File: src/rtl/alu_pkg.sv
// rtl/alu_pkg.sv - shared types and constants for the serial ALU sequencer
//
// Purpose: state encoding, opcode constants and default width used by the
//          serial add/subtract controller and its bus interface.
// Ports:   none (package).

package alu_pkg;

  typedef enum logic [1:0] {
    ST_IDLE = 2'b00,
    ST_RUN  = 2'b01,
    ST_DONE = 2'b10
  } state_t;

  localparam logic ALU_OP_ADD = 1'b0;
  localparam logic ALU_OP_SUB = 1'b1;

  localparam int ALU_WIDTH = 8;

endpackage

File: src/rtl/alu_serial_add_ctrl_if.sv
// rtl/alu_serial_add_ctrl_if.sv - start/done request bus of the serial add/sub sequencer
//
// Purpose: groups the request (start, op_sub, A, B) and the response
//          (ready, busy, done, Sum, Carry, Overflow[, Zero]) signals.
// Modports: master = requester (drives request, reads response)
//           slave  = sequencer (reads request, drives response)
// Optional: ALU_SERIAL_ZERO_FLAG_EN adds the Zero response flag.

interface alu_serial_add_ctrl_if
  import alu_pkg::*;
#(
  parameter int WIDTH = ALU_WIDTH
);

  logic             start;
  logic             op_sub;
  logic [WIDTH-1:0] A;
  logic [WIDTH-1:0] B;
  logic             ready;
  logic             busy;
  logic             done;
  logic [WIDTH-1:0] Sum;
  logic             Carry;
  logic             Overflow;
`ifdef ALU_SERIAL_ZERO_FLAG_EN
  logic             Zero;

  modport master (
    output start, op_sub, A, B,
    input  ready, busy, done, Sum, Carry, Overflow, Zero
  );

  modport slave (
    input  start, op_sub, A, B,
    output ready, busy, done, Sum, Carry, Overflow, Zero
  );
`else
  modport master (
    output start, op_sub, A, B,
    input  ready, busy, done, Sum, Carry, Overflow
  );

  modport slave (
    input  start, op_sub, A, B,
    output ready, busy, done, Sum, Carry, Overflow
  );
`endif

endinterface

File: src/rtl/alu_serial_add_ctrl_fa_cell.sv
// rtl/alu_serial_add_ctrl_fa_cell.sv - one-bit full adder built from two half adders
//
// Purpose: the single adder cell the serial sequencer reuses every cycle.
// Ports (half_adder):     a, b -> s (sum), c (carry)
// Ports (serial_fa_cell): a, b, cin -> s (sum), cout (carry out)

module half_adder (
  input  logic a,
  input  logic b,
  output logic s,
  output logic c
);
  assign s = a ^ b;
  assign c = a & b;
endmodule

module serial_fa_cell (
  input  logic a,
  input  logic b,
  input  logic cin,
  output logic s,
  output logic cout
);
  logic s0;
  logic c0;
  logic c1;

  half_adder u_ha0 (.a(a),  .b(b),   .s(s0), .c(c0));
  half_adder u_ha1 (.a(s0), .b(cin), .s(s),  .c(c1));

  // At most one of the two half adders can generate a carry.
  assign cout = c0 | c1;
endmodule

File: src/rtl/alu_serial_add_ctrl.sv
// rtl/alu_serial_add_ctrl.sv - bit-serial add/subtract sequencer with start/done handshake
//
// Purpose: computes A+B or A-B one bit per cycle through a single full-adder
//          cell; done pulses WIDTH+1 cycles after the accepting edge.
// Ports:   clk - rising-edge clock
//          rst - asynchronous active-high reset
//          bus - request/response interface (slave side)
// Optional: ALU_SERIAL_ZERO_FLAG_EN adds the registered Zero flag.

module alu_serial_add_ctrl
  import alu_pkg::*;
#(
  parameter int WIDTH = ALU_WIDTH
) (
  input  logic                 clk,
  input  logic                 rst,
  alu_serial_add_ctrl_if.slave bus
);

  localparam int CNT_W = $clog2(WIDTH) + 1;
  localparam logic [CNT_W-1:0] LAST_BIT = CNT_W'(WIDTH - 1);

  state_t           state;
  logic [CNT_W-1:0] cnt;
  logic [WIDTH-1:0] a_sr;
  logic [WIDTH-1:0] b_sr;
  logic             c;
  logic             c_msb;
  logic             ready;
  logic             busy;
  logic             done;
  logic [WIDTH-1:0] sum;
  logic             carry;
  logic             overflow;
  logic             fa_s;
  logic             fa_cout;

  serial_fa_cell u_fa (
    .a    (a_sr[0]),
    .b    (b_sr[0]),
    .cin  (c),
    .s    (fa_s),
    .cout (fa_cout)
  );

`ifdef ALU_SERIAL_ZERO_FLAG_EN
  logic zero;
  assign bus.Zero = zero;
`endif

  always_ff @(posedge clk or posedge rst) begin
    if (rst) begin
      state    <= ST_IDLE;
      ready    <= 1'b1;
      busy     <= 1'b0;
      done     <= 1'b0;
      sum      <= '0;
      carry    <= 1'b0;
      overflow <= 1'b0;
      cnt      <= '0;
      c        <= 1'b0;
      c_msb    <= 1'b0;
      a_sr     <= '0;
      b_sr     <= '0;
`ifdef ALU_SERIAL_ZERO_FLAG_EN
      zero     <= 1'b0;
`endif
    end else begin
      done <= 1'b0;
      case (state)
        ST_IDLE: begin
          if (bus.start) begin
            // Subtraction is A + ~B + 1: invert B and seed the carry with 1.
            a_sr  <= bus.A;
            b_sr  <= (bus.op_sub == ALU_OP_SUB) ? ~bus.B : bus.B;
            c     <= bus.op_sub;
            cnt   <= '0;
            sum   <= '0;
            state <= ST_RUN;
            ready <= 1'b0;
            busy  <= 1'b1;
          end
        end
        ST_RUN: begin
          sum  <= {fa_s, sum[WIDTH-1:1]};
          a_sr <= a_sr >> 1;
          b_sr <= b_sr >> 1;
          c    <= fa_cout;
          cnt  <= cnt + CNT_W'(1);
          if (cnt == LAST_BIT) begin
            // c is the carry into the MSB on this cycle; needed for Overflow.
            c_msb <= c;
            state <= ST_DONE;
            busy  <= 1'b0;
          end
        end
        ST_DONE: begin
          done     <= 1'b1;
          carry    <= c;
          overflow <= c ^ c_msb;
`ifdef ALU_SERIAL_ZERO_FLAG_EN
          zero     <= (sum == '0);
`endif
          state    <= ST_IDLE;
          ready    <= 1'b1;
        end
        default: begin
          state <= ST_IDLE;
          ready <= 1'b1;
          busy  <= 1'b0;
        end
      endcase
    end
  end

  assign bus.ready    = ready;
  assign bus.busy     = busy;
  assign bus.done     = done;
  assign bus.Sum      = sum;
  assign bus.Carry    = carry;
  assign bus.Overflow = overflow;

endmodule

File: src/flat_wrapper.sv
// flat-port wrapper written by rule: the top's interface ports become plain ports
module alu_serial_add_ctrl_flat import alu_pkg::*;
#(
  parameter int WIDTH = ALU_WIDTH
)
  (clk, rst, bus_start, bus_op_sub, bus_A, bus_B, bus_ready, bus_busy, bus_done, bus_Sum, bus_Carry, bus_Overflow);
  alu_serial_add_ctrl_if #(.WIDTH(WIDTH)) bus_i ();
  input  logic clk;
  input  logic rst;
  input wire logic [$bits(bus_i.start)-1:0] bus_start;
  input wire logic [$bits(bus_i.op_sub)-1:0] bus_op_sub;
  input wire logic [$bits(bus_i.A)-1:0] bus_A;
  input wire logic [$bits(bus_i.B)-1:0] bus_B;
  output wire logic [$bits(bus_i.ready)-1:0] bus_ready;
  output wire logic [$bits(bus_i.busy)-1:0] bus_busy;
  output wire logic [$bits(bus_i.done)-1:0] bus_done;
  output wire logic [$bits(bus_i.Sum)-1:0] bus_Sum;
  output wire logic [$bits(bus_i.Carry)-1:0] bus_Carry;
  output wire logic [$bits(bus_i.Overflow)-1:0] bus_Overflow;
  assign bus_i.start = bus_start;
  assign bus_i.op_sub = bus_op_sub;
  assign bus_i.A = bus_A;
  assign bus_i.B = bus_B;
  assign bus_ready = bus_i.ready;
  assign bus_busy = bus_i.busy;
  assign bus_done = bus_i.done;
  assign bus_Sum = bus_i.Sum;
  assign bus_Carry = bus_i.Carry;
  assign bus_Overflow = bus_i.Overflow;
  alu_serial_add_ctrl #(.WIDTH(WIDTH)) u_core (.clk(clk), .rst(rst), .bus(bus_i));
endmodule
File: config.mk
export PLATFORM = sky130hd
export DESIGN_NAME = alu_serial_add_ctrl_flat
export DESIGN_NICKNAME = d
export VERILOG_FILES = /design/src/rtl/alu_pkg.sv /design/src/rtl/alu_serial_add_ctrl_if.sv /design/src/rtl/alu_serial_add_ctrl_fa_cell.sv /design/src/rtl/alu_serial_add_ctrl.sv /design/src/flat_wrapper.sv
export SDC_FILE = /design/constraint.sdc
export NUM_CORES = 1
export LEC_CHECK = 0
export ABC_CLOCK_PERIOD_IN_PS = 1400
export BUFFER_PORTS_ARGS = -buffer_cell sky130_fd_sc_hd__buf_4
export CORE_MARGIN = 2
export CORE_UTILIZATION = 30
export CTS_CLUSTER_SIZE = 25
export DETAILED_ROUTE_END_ITERATION = 10
export GPL_TIMING_DRIVEN = 1
export PLACE_DENSITY = 0.54
export SETUP_SLACK_MARGIN = 0.02
export SYNTH_ARGS = -nofsm -noshare
export SYNTH_HDL_FRONTEND = slang
export SYNTH_HIERARCHICAL = 1
export SYNTH_SLANG_ARGS = --single-unit
export TNS_END_PERCENT = 100
File: constraint.sdc
create_clock -name clk -period 1.4 [get_ports clk]
set_clock_uncertainty 0.15 [all_clocks]
set_input_delay 0 -clock clk [delete_from_list [all_inputs] [get_ports clk]]
set_output_delay 0 -clock clk [all_outputs]
set_load 0.005 [all_outputs]
==> flow_summary.html, run 1 <==
<table>
<tr><th>Metric</th><th>Value</th></tr>
<tr><th colspan="2">Status</th></tr>
<tr><td>Outcome</td><td>finished with violations</td></tr>
<tr><td>Failing checks</td><td>setup timing</td></tr>
<tr><th colspan="2">Pwr</th></tr>
<tr><td>Worst supply voltage drop on vdd</td><td>0.716 mV</td></tr>
<tr><td>Static leakage power</td><td>1.19 nW</td></tr>
<tr><td>Total power per unit cell area</td><td>1950 mW/mm²</td></tr>
<tr><th colspan="2">Placed design</th></tr>
<tr><td>IO buf count</td><td>32</td></tr>
<tr><td>Setup WS pre-CTS</td><td>-0.0979 ns</td></tr>
<tr><td>Cell count after placement</td><td>273</td></tr>
<tr><td>Final GP Congestion</td><td>0.685</td></tr>
<tr><td>HPWL reported at the end of detailed placement</td><td>2620 µm</td></tr>
<tr><th colspan="2">Worst hold path</th></tr>
<tr><td>Type of the tightest min-delay check</td><td>input pin to register</td></tr>
<tr><th colspan="2">Worst setup path</th></tr>
<tr><td>Data arrival at the endpoint of the critical path</td><td>1.49 ns</td></tr>
<tr><td>Slack of the worst reg-to-reg path</td><td>-0.06 ns</td></tr>
<tr><td>Crit path largest cell delay</td><td>0.41 ns</td></tr>
<tr><td>Worst path buffer plus inverter count</td><td>0</td></tr>
<tr><td>Number of cells on the worst reg-to-reg path</td><td>5</td></tr>
<tr><td>Critical path depth</td><td>5</td></tr>
<tr><td>Critical path peak fanout</td><td>2</td></tr>
<tr><td>Type of the worst setup path</td><td>register to register</td></tr>
<tr><td>Crit path required time</td><td>1.43 ns</td></tr>
<tr><td>Crit Reg-Reg Endpoint</td><td>u_core/c</td></tr>
<tr><td>Critical Path End Type</td><td>register</td></tr>
<tr><td>Dominant cell type by count on the critical path</td><td>sky130_fd_sc_hd__ha_4</td></tr>
<tr><td>Largest delay contributor family on the critical path</td><td>flip-flops</td></tr>
<tr><td>Critical path launch point</td><td>u_core/b_sr[0]</td></tr>
<tr><td>Critical Path End</td><td>u_core/c</td></tr>
<tr><td>Cell breakdown of the critical path</td><td>ha_4, ha_4, or2_1, a22oi_2, o21ai_1</td></tr>
<tr><td>Crit start category</td><td>register</td></tr>
<tr><td>Worst flop-to-flop path startpoint</td><td>u_core/b_sr[0]</td></tr>
<tr><td>Slowest stage cell on the critical path</td><td>sky130_fd_sc_hd__dfrtp_1</td></tr>
<tr><th colspan="2">Route</th></tr>
<tr><td>Number of design-rule violations left by the first detailed-router iteration</td><td>71</td></tr>
<tr><td>Via/cell ratio</td><td>4.91</td></tr>
<tr><td>1st-pass router iterations</td><td>4</td></tr>
<tr><td>Routed wirelength normalized by instance count</td><td>13.8 µm</td></tr>
<tr><td>Number of antenna-violating nets in the routed design</td><td>0</td></tr>
<tr><td>Total length of routed wires</td><td>4180 µm</td></tr>
<tr><td>Number of vias after detailed routing</td><td>1487</td></tr>
<tr><td>DRC</td><td>0</td></tr>
<tr><th colspan="2">STA</th></tr>
<tr><td>Unrepaired setup endpoints after global routing</td><td>true</td></tr>
<tr><td>Post-route clock period utilization</td><td>104%</td></tr>
<tr><td>Total of endpoints with negative setup slack in the final report</td><td>9</td></tr>
<tr><td>Relative max-transition margin</td><td>79.1%</td></tr>
<tr><td>Final-layout setup total negative slack</td><td>-0.215 ns</td></tr>
<tr><td>Final period demand of the worst path</td><td>1.46 ns</td></tr>
<tr><td>Max Transition Viols Final</td><td>0</td></tr>
<tr><td>Hold violation total from the final report</td><td>0</td></tr>
<tr><td>Max Clock Freq</td><td>0.686 GHz</td></tr>
<tr><td>Crit path setup slack, layout</td><td>-0.0585 ns</td></tr>
<tr><td>Worst Tran Pin Value</td><td>0.313 ns</td></tr>
<tr><th colspan="2">Clock network</th></tr>
<tr><td>Clock tree root buffer cell</td><td>sky130_fd_sc_hd__clkbuf_8</td></tr>
<tr><td>Clock tree from TritonCTS</td><td>done</td></tr>
<tr><td>Clock buffer count from CTS</td><td>5</td></tr>
<tr><td>TritonCTS Sinks</td><td>37</td></tr>
<tr><td>CTS clock-pin slew for the worst setup and hold paths</td><td>0.07 ns</td></tr>
<tr><td>Buffers from clock root to sink, at most</td><td>2</td></tr>
<tr><td>Clock insertion delay at the later pin of the skew report</td><td>0.29 ns</td></tr>
<tr><td>H-tree lvl count</td><td>2</td></tr>
<tr><th colspan="2">Global routing</th></tr>
<tr><td>Antenna violations before repair</td><td>0</td></tr>
<tr><td>Met2 global-route usage</td><td>21.2%</td></tr>
<tr><td>Combined global-route utilization of all metal layers</td><td>14.0%</td></tr>
<tr><td>Remaining Overflow, GRT</td><td>0</td></tr>
<tr><td>Global-route met1 utilization</td><td>18.9%</td></tr>
<tr><td>Most Used Layer, Global Route</td><td>met2</td></tr>
<tr><td>Met3 track demand over resource</td><td>3.56%</td></tr>
<tr><td>Vias in the first global route</td><td>1436</td></tr>
<tr><td>Global-route wire length before repair</td><td>6920 µm</td></tr>
<tr><td>Maximum number of pins on one net before global-route repair</td><td>38</td></tr>
<tr><th colspan="2">Final layout</th></tr>
<tr><td>Proportion of layout cells with a drive suffix above 1</td><td>38.1%</td></tr>
<tr><td>Number of cells in the finished layout apart from fillers</td><td>303</td></tr>
<tr><td>Total inserted antenna cells</td><td>0</td></tr>
<tr><td>Synthesis-to-layout area growth</td><td>50.9%</td></tr>
<tr><td># nets final</td><td>253</td></tr>
<tr><td>Share of the core filled with cells</td><td>47.6%</td></tr>
<tr><th colspan="2">Logic synthesis</th></tr>
<tr><td>Mapped Area</td><td>0.00177 mm²</td></tr>
<tr><td>Async set or reset register ratio after synthesis</td><td>100%</td></tr>
<tr><td>Count of flip-flops with a built-in enable after synthesis</td><td>0</td></tr>
<tr><td>Synth warn</td><td>6</td></tr>
<tr><td>Most used flip-flop cell after synthesis</td><td>sky130_fd_sc_hd__dfrtp_1</td></tr>
<tr><td>Count of different cell masters after synthesis</td><td>31</td></tr>
<tr><td>Gate Count Post-Synth</td><td>162</td></tr>
<tr><td>Register area share after synthesis</td><td>52.4%</td></tr>
<tr><td>Synthesis-stage register bit count</td><td>37</td></tr>
<tr><td>Mean instance size in the synthesized netlist</td><td>10.9 µm²</td></tr>
<tr><td>Mapped Nets</td><td>185</td></tr>
<tr><th colspan="2">Die</th></tr>
<tr><td>Die span in x</td><td>80.8 µm</td></tr>
<tr><td>Num rows</td><td>27</td></tr>
<tr><td>Total die area</td><td>0.00652 mm²</td></tr>
<tr><td>Initial standard-cell utilization of the core</td><td>31.5%</td></tr>
<tr><td>Core Region</td><td>0.00561 mm²</td></tr>
<tr><td>Height of the die</td><td>80.8 µm</td></tr>
<tr><td>Top-level I/O count</td><td>33</td></tr>
<tr><th colspan="2">Job</th></tr>
<tr><td>Max-cap violation count</td><td>0</td></tr>
</table>
worst min-delay path by stage:
stage	startpoint	to	slack (ns)	cells after the start
finish	bus_start	u_core/c	0.02	4
global route	bus_B[0]	u_core/b_sr[0]	0.03	4
CTS	bus_start	u_core/c	0.008	4
detailed placement	rst	u_core/bus.done	-0.07	3
global placement	rst	u_core/bus.done	-0.07	3
floorplan	rst	u_core/a_sr[0]	0.03	1
Yosys cell counts, types with 5 or more instances:
| cell | instances | area [µm²] |
|---|---|---|
| sky130_fd_sc_hd__nor2_1 | 5 | 18.8 |
| sky130_fd_sc_hd__a21oi_1 | 11 | 55.1 |
| sky130_fd_sc_hd__a22o_1 | 10 | 87.6 |
| sky130_fd_sc_hd__nand2_1 | 5 | 18.8 |
| sky130_fd_sc_hd__dfrtp_1 | 36 | 901 |
| sky130_fd_sc_hd__a221o_1 | 7 | 70.1 |
| sky130_fd_sc_hd__o32ai_1 | 8 | 70.1 |
| sky130_fd_sc_hd__a22oi_1 | 8 | 60.1 |
| sky130_fd_sc_hd__nor2b_1 | 10 | 62.6 |
| sky130_fd_sc_hd__inv_1 | 9 | 33.8 |
| sky130_fd_sc_hd__buf_2 | 11 | 55.1 |
| sky130_fd_sc_hd__xnor2_1 | 8 | 70.1 |
| sky130_fd_sc_hd__o21ai_0 | 11 | 55.1 |
cells by family (layout without fill, tap and decap cells):
group,count (synthesis),in the layout,synth area share [%]
flops,37,37,52.4
buf+inv,22,91,5.45
simple gates,29,29,9.34
mux,3,3,1.91
xor+xnor,9,9,4.46
compound gates,59,59,24.3
fa+ha+maj,3,3,2.12
sequential cells by signal (all words and copies together) (netlist names):
signal / flops
u_core/cnt: 4
u_core/bus.Overflow: 1
u_core/bus.ready: 1
u_core/c_msb: 1
u_core/bus.busy: 1
u_core/bus.Sum: 8
u_core/state: 2
u_core/a_sr: 8
u_core/c: 1
u_core/b_sr: 8
u_core/bus.Carry: 1
u_core/bus.done: 1
metrics by stage:
step | instance area (µm²) | hold slack (ns) | power, W
2_1_floorplan | 1810 | 0.0290 | 0.00313
3_3_place_gp | 2220 | -0.0714 | 0.00391
3_5_place_dp | 2220 | -0.0694 | 0.00393
4_1_cts | 2640 | 0.00784 | 0.00520
5_1_grt | 2670 | 0.0344 | 0.00560
6_report | 2670 | 0.0227 | 0.00521
per-layer routing:
metal  vias up  wire, µm
met5         -         0
met4         0        86
met3         7       186
met2        29      1890
met1       726      2020
li1        725         -
tightest hold or removal path: stages:
cell	delay [ns]
sky130_fd_sc_hd__buf_4	0.18
sky130_fd_sc_hd__nor2b_1	0.07
sky130_fd_sc_hd__a21oi_1	0.11
sky130_fd_sc_hd__o21ai_1	0.06
placed cells by master (no fill, tap or decap), types with 2 or more instances in the layout:
cell and count:
sky130_fd_sc_hd__a21oi_1 11, sky130_fd_sc_hd__a221o_1 7, sky130_fd_sc_hd__a22o_1 10, sky130_fd_sc_hd__a22oi_1 7, sky130_fd_sc_hd__buf_4 51, sky130_fd_sc_hd__buf_6 4, sky130_fd_sc_hd__clkbuf_8 6, sky130_fd_sc_hd__dfrtp_1 35
sky130_fd_sc_hd__dlygate4sd3_1 18, sky130_fd_sc_hd__ha_4 2, sky130_fd_sc_hd__inv_1 9, sky130_fd_sc_hd__mux2_2 2, sky130_fd_sc_hd__nand2_1 4, sky130_fd_sc_hd__nor2_1 5, sky130_fd_sc_hd__nor2b_1 8, sky130_fd_sc_hd__nor2b_2 2
sky130_fd_sc_hd__o21ai_0 8, sky130_fd_sc_hd__o21ai_1 3, sky130_fd_sc_hd__o32ai_2 7, sky130_fd_sc_hd__xnor2_1 8
final cells by class:
type / count / area (µm²)
fillers: 551 / 2940
flip-flops and latches: 37 / 928
multi-input cells: 103 / 871
repair buffers: 74 / 628
well taps: 72 / 90.1
clock buffers: 7 / 86.3
inverters: 9 / 33.8
clock inverters: 1 / 30.0
repair_timing:
action                                 4_1_cts  5_1_grt
hold buffers                                18        0
gates resized for setup                     19        7
pin swaps                                   11        3
setup endpoints to repair                   25       29
buffers inserted                             4        0
endpoints found under the hold margin       54        0
where the power goes:
part	switching (W)	total (W)	leakage, nW	internal (W)
sequential	0.000371	0.00189	0.480	0.00152
clock	0.000377	0.000958	0.0585	0.000581
combinational	0.00102	0.00237	0.656	0.00135
No activity file was read; power rests on OpenSTA's default activity.
==> run 2: changes to the inputs <==
--- a/config.mk
+++ b/config.mk
@@ -14,6 +14,7 @@
 export GPL_TIMING_DRIVEN = 1
 export PLACE_DENSITY = 0.54
 export SETUP_SLACK_MARGIN = 0.02
+export SKIP_CTS_REPAIR_TIMING = 1
 export SYNTH_ARGS = -nofsm -noshare
 export SYNTH_HDL_FRONTEND = slang
 export SYNTH_HIERARCHICAL = 1
==> flow_summary.html, run 2 (same netlist as run 1, synthesis figures left out) <==
<table>
<tr><th>Metric</th><th>Value</th></tr>
<tr><th colspan="2">Clock network</th></tr>
<tr><td>Clock tree root buffer cell</td><td>sky130_fd_sc_hd__clkbuf_8</td></tr>
<tr><td>H-tree lvl count</td><td>2</td></tr>
<tr><td>TritonCTS Sinks</td><td>37</td></tr>
<tr><td>Clock insertion delay at the later pin of the skew report</td><td>0.29 ns</td></tr>
<tr><td>Clock buffer count from CTS</td><td>5</td></tr>
<tr><td>Buffers from clock root to sink, at most</td><td>2</td></tr>
<tr><td>Clock tree from TritonCTS</td><td>done</td></tr>
<tr><td>CTS clock-pin slew for the worst setup and hold paths</td><td>0.08 ns</td></tr>
<tr><th colspan="2">STA</th></tr>
<tr><td>Unrepaired setup endpoints after global routing</td><td>true</td></tr>
<tr><td>Crit path setup slack, layout</td><td>-0.0592 ns</td></tr>
<tr><td>Max Transition Viols Final</td><td>0</td></tr>
<tr><td>Relative max-transition margin</td><td>78.6%</td></tr>
<tr><td>Final-layout setup total negative slack</td><td>-0.163 ns</td></tr>
<tr><td>Hold slack final</td><td>-0.0397 ns</td></tr>
<tr><td>Total of endpoints with negative setup slack in the final report</td><td>9</td></tr>
<tr><td>Worst Tran Pin Value</td><td>0.321 ns</td></tr>
<tr><td>Final period demand of the worst path</td><td>1.46 ns</td></tr>
<tr><td>Hold violation total from the final report</td><td>5</td></tr>
<tr><td>Max Clock Freq</td><td>0.685 GHz</td></tr>
<tr><td>Post-route clock period utilization</td><td>104%</td></tr>
<tr><th colspan="2">Global routing</th></tr>
<tr><td>Combined global-route utilization of all metal layers</td><td>13.3%</td></tr>
<tr><td>Remaining Overflow, GRT</td><td>0</td></tr>
<tr><td>Vias in the first global route</td><td>1337</td></tr>
<tr><td>Maximum number of pins on one net before global-route repair</td><td>38</td></tr>
<tr><td>Global-route wire length before repair</td><td>6550 µm</td></tr>
<tr><td>Antenna violations before repair</td><td>0</td></tr>
<tr><th colspan="2">Worst setup path</th></tr>
<tr><td>Worst flop-to-flop path startpoint</td><td>u_core/a_sr[0]</td></tr>
<tr><td>Slowest stage cell on the critical path</td><td>sky130_fd_sc_hd__dfrtp_1</td></tr>
<tr><td>Dominant cell type by count on the critical path</td><td>sky130_fd_sc_hd__ha_4</td></tr>
<tr><td>Type of the worst setup path</td><td>register to register</td></tr>
<tr><td>Crit start category</td><td>register</td></tr>
<tr><td>Slack of the worst reg-to-reg path</td><td>-0.06 ns</td></tr>
<tr><td>Crit path required time</td><td>1.43 ns</td></tr>
<tr><td>Data arrival at the endpoint of the critical path</td><td>1.48 ns</td></tr>
<tr><td>Number of cells on the worst reg-to-reg path</td><td>5</td></tr>
<tr><td>Cell breakdown of the critical path</td><td>ha_4, ha_4, or2_1, a22oi_2, o21ai_1</td></tr>
<tr><td>Critical path peak fanout</td><td>2</td></tr>
<tr><td>Crit path largest cell delay</td><td>0.41 ns</td></tr>
<tr><td>Critical Path End Type</td><td>register</td></tr>
<tr><td>Crit Reg-Reg Endpoint</td><td>u_core/c</td></tr>
<tr><th colspan="2">Placed design</th></tr>
<tr><td>HPWL reported at the end of detailed placement</td><td>2620 µm</td></tr>
<tr><td>Setup WS pre-CTS</td><td>-0.0979 ns</td></tr>
<tr><td>Instance area after placement</td><td>0.00222 mm²</td></tr>
<tr><td>Final GP Congestion</td><td>0.685</td></tr>
<tr><td>IO buf count</td><td>32</td></tr>
<tr><th colspan="2">Worst hold path</th></tr>
<tr><td>Hold Crit Endpoint</td><td>u_core/b_sr[5]</td></tr>
<tr><td>Source of the worst hold timing path</td><td>bus_B[5]</td></tr>
<tr><td>Type of the tightest min-delay check</td><td>input pin to register</td></tr>
<tr><td>Hold path depth</td><td>4</td></tr>
<tr><th colspan="2">Route</th></tr>
<tr><td>Routed wirelength normalized by instance count</td><td>13.9 µm</td></tr>
<tr><td>Number of design-rule violations left by the first detailed-router iteration</td><td>84</td></tr>
<tr><td>1st-pass router iterations</td><td>4</td></tr>
<tr><td>Number of vias after detailed routing</td><td>1450</td></tr>
<tr><td>DRC</td><td>0</td></tr>
<tr><td>Via/cell ratio</td><td>4.88</td></tr>
<tr><td>Total length of routed wires</td><td>4110 µm</td></tr>
<tr><td>Number of antenna-violating nets in the routed design</td><td>0</td></tr>
<tr><th colspan="2">Pwr</th></tr>
<tr><td>Internal power consumption</td><td>0.00338 W</td></tr>
<tr><td>Proportion of total power due to net switching</td><td>33.9%</td></tr>
<tr><td>Seq pwr share</td><td>37.0%</td></tr>
<tr><td>Worst supply voltage drop on vdd</td><td>0.642 mV</td></tr>
<tr><td>Switching power</td><td>0.00173 W</td></tr>
<tr><td>Static leakage power</td><td>1.16 nW</td></tr>
<tr><td>Total power per unit cell area</td><td>1990 mW/mm²</td></tr>
<tr><td>Combinational share of power</td><td>44.3%</td></tr>
<tr><td>Clock network fraction of design power</td><td>18.7%</td></tr>
<tr><th colspan="2">Final layout</th></tr>
<tr><td>Proportion of layout cells with a drive suffix above 1</td><td>35.1%</td></tr>
<tr><td>Commonest non-fill, non-tap cell in the layout</td><td>sky130_fd_sc_hd__buf_4</td></tr>
<tr><td># nets final</td><td>247</td></tr>
<tr><td>Most frequent cells in the layout</td><td>sky130_fd_sc_hd__buf_4, sky130_fd_sc_hd__dfrtp_1, sky130_fd_sc_hd__dlygate4sd3_1</td></tr>
<tr><td>Share of the core filled with cells</td><td>45.8%</td></tr>
<tr><td>Synthesis-to-layout area growth</td><td>45.2%</td></tr>
<tr><td>Total inserted antenna cells</td><td>0</td></tr>
<tr><td>Final standard cell area without fillers</td><td>0.00257 mm²</td></tr>
<tr><th colspan="2">Die</th></tr>
<tr><td>Height of the die</td><td>80.8 µm</td></tr>
<tr><td>Top-level I/O count</td><td>33</td></tr>
<tr><td>Core Region</td><td>0.00561 mm²</td></tr>
<tr><td>Initial standard-cell utilization of the core</td><td>31.5%</td></tr>
<tr><td>Total die area</td><td>0.00652 mm²</td></tr>
<tr><td>Die span in x</td><td>80.8 µm</td></tr>
<tr><td>Num rows</td><td>27</td></tr>
<tr><th colspan="2">Status</th></tr>
<tr><td>Failing checks</td><td>hold timing, setup timing</td></tr>
<tr><td>Outcome</td><td>finished with violations</td></tr>
<tr><th colspan="2">Job</th></tr>
<tr><td>Max-cap violation count</td><td>0</td></tr>
</table>
[run 2: per-stage QoR]
stage	total power (W)	cells	hold slack (ns)
floorplan	0.00313	162	0.0290
global placement	0.00391	273	-0.0714
detailed placement	0.00393	273	-0.0694
CTS	0.00492	281	-0.391
global route	0.00551	297	0.00392
finish	0.00512	297	-0.0397
[run 2: final cells by class]
| class | instances | area [µm²] |
|---|---|---|
| fill | 560 | 3040 |
| sequential | 37 | 928 |
| multi-input combinational | 103 | 840 |
| timing repair buffer | 68 | 558 |
| tap | 72 | 90.1 |
| clock buffer | 7 | 86.3 |
| inverter | 9 | 33.8 |
| clock inverter | 1 | 30.0 |
[run 2: routing by layer]
layer	global-route usage, %	wire length (µm)	vias to the layer above
met5	0	0	-
met4	6.61	86	0
met3	3.56	205	7
met2	18.9	1800	33
met1	18.5	2020	697
li1	-	-	713
[run 2: power groups by stage]
stage	logic [W]	clock network (W)	registers (W)
5_1_grt	0.00251	0.00105	0.00195
3_3_place_gp	0.00204	0	0.00187
3_5_place_dp	0.00205	0	0.00188
4_1_cts	0.00207	0.000992	0.00187
6_report	0.00227	0.000958	0.00189
2_1_floorplan	0.00131	0	0.00182
[run 2: worst max path at each step]
stage / depth (start not counted) / startpoint / endpoint / slack, ns
finish: 5 / u_core/a_sr[0] / u_core/c / -0.06
global route: 5 / u_core/a_sr[0] / u_core/c / -0.1
CTS: 3 / u_core/state[0] / u_core/b_sr[0] / -0.11
detailed placement: 5 / u_core/b_sr[0] / u_core/c / -0.1
global placement: 5 / u_core/b_sr[0] / u_core/c / -0.09
floorplan: 5 / u_core/b_sr[0] / u_core/c / -0.07
[run 2: worst max-delay path, delay by kind of cell, from the launching register on]
family,cells,cell delay (ns)
DFF,1,0.41
adders and majority gates,2,0.39
and+or+nand+nor,1,0.21
AOI/OAI and AO/OA,2,0.18
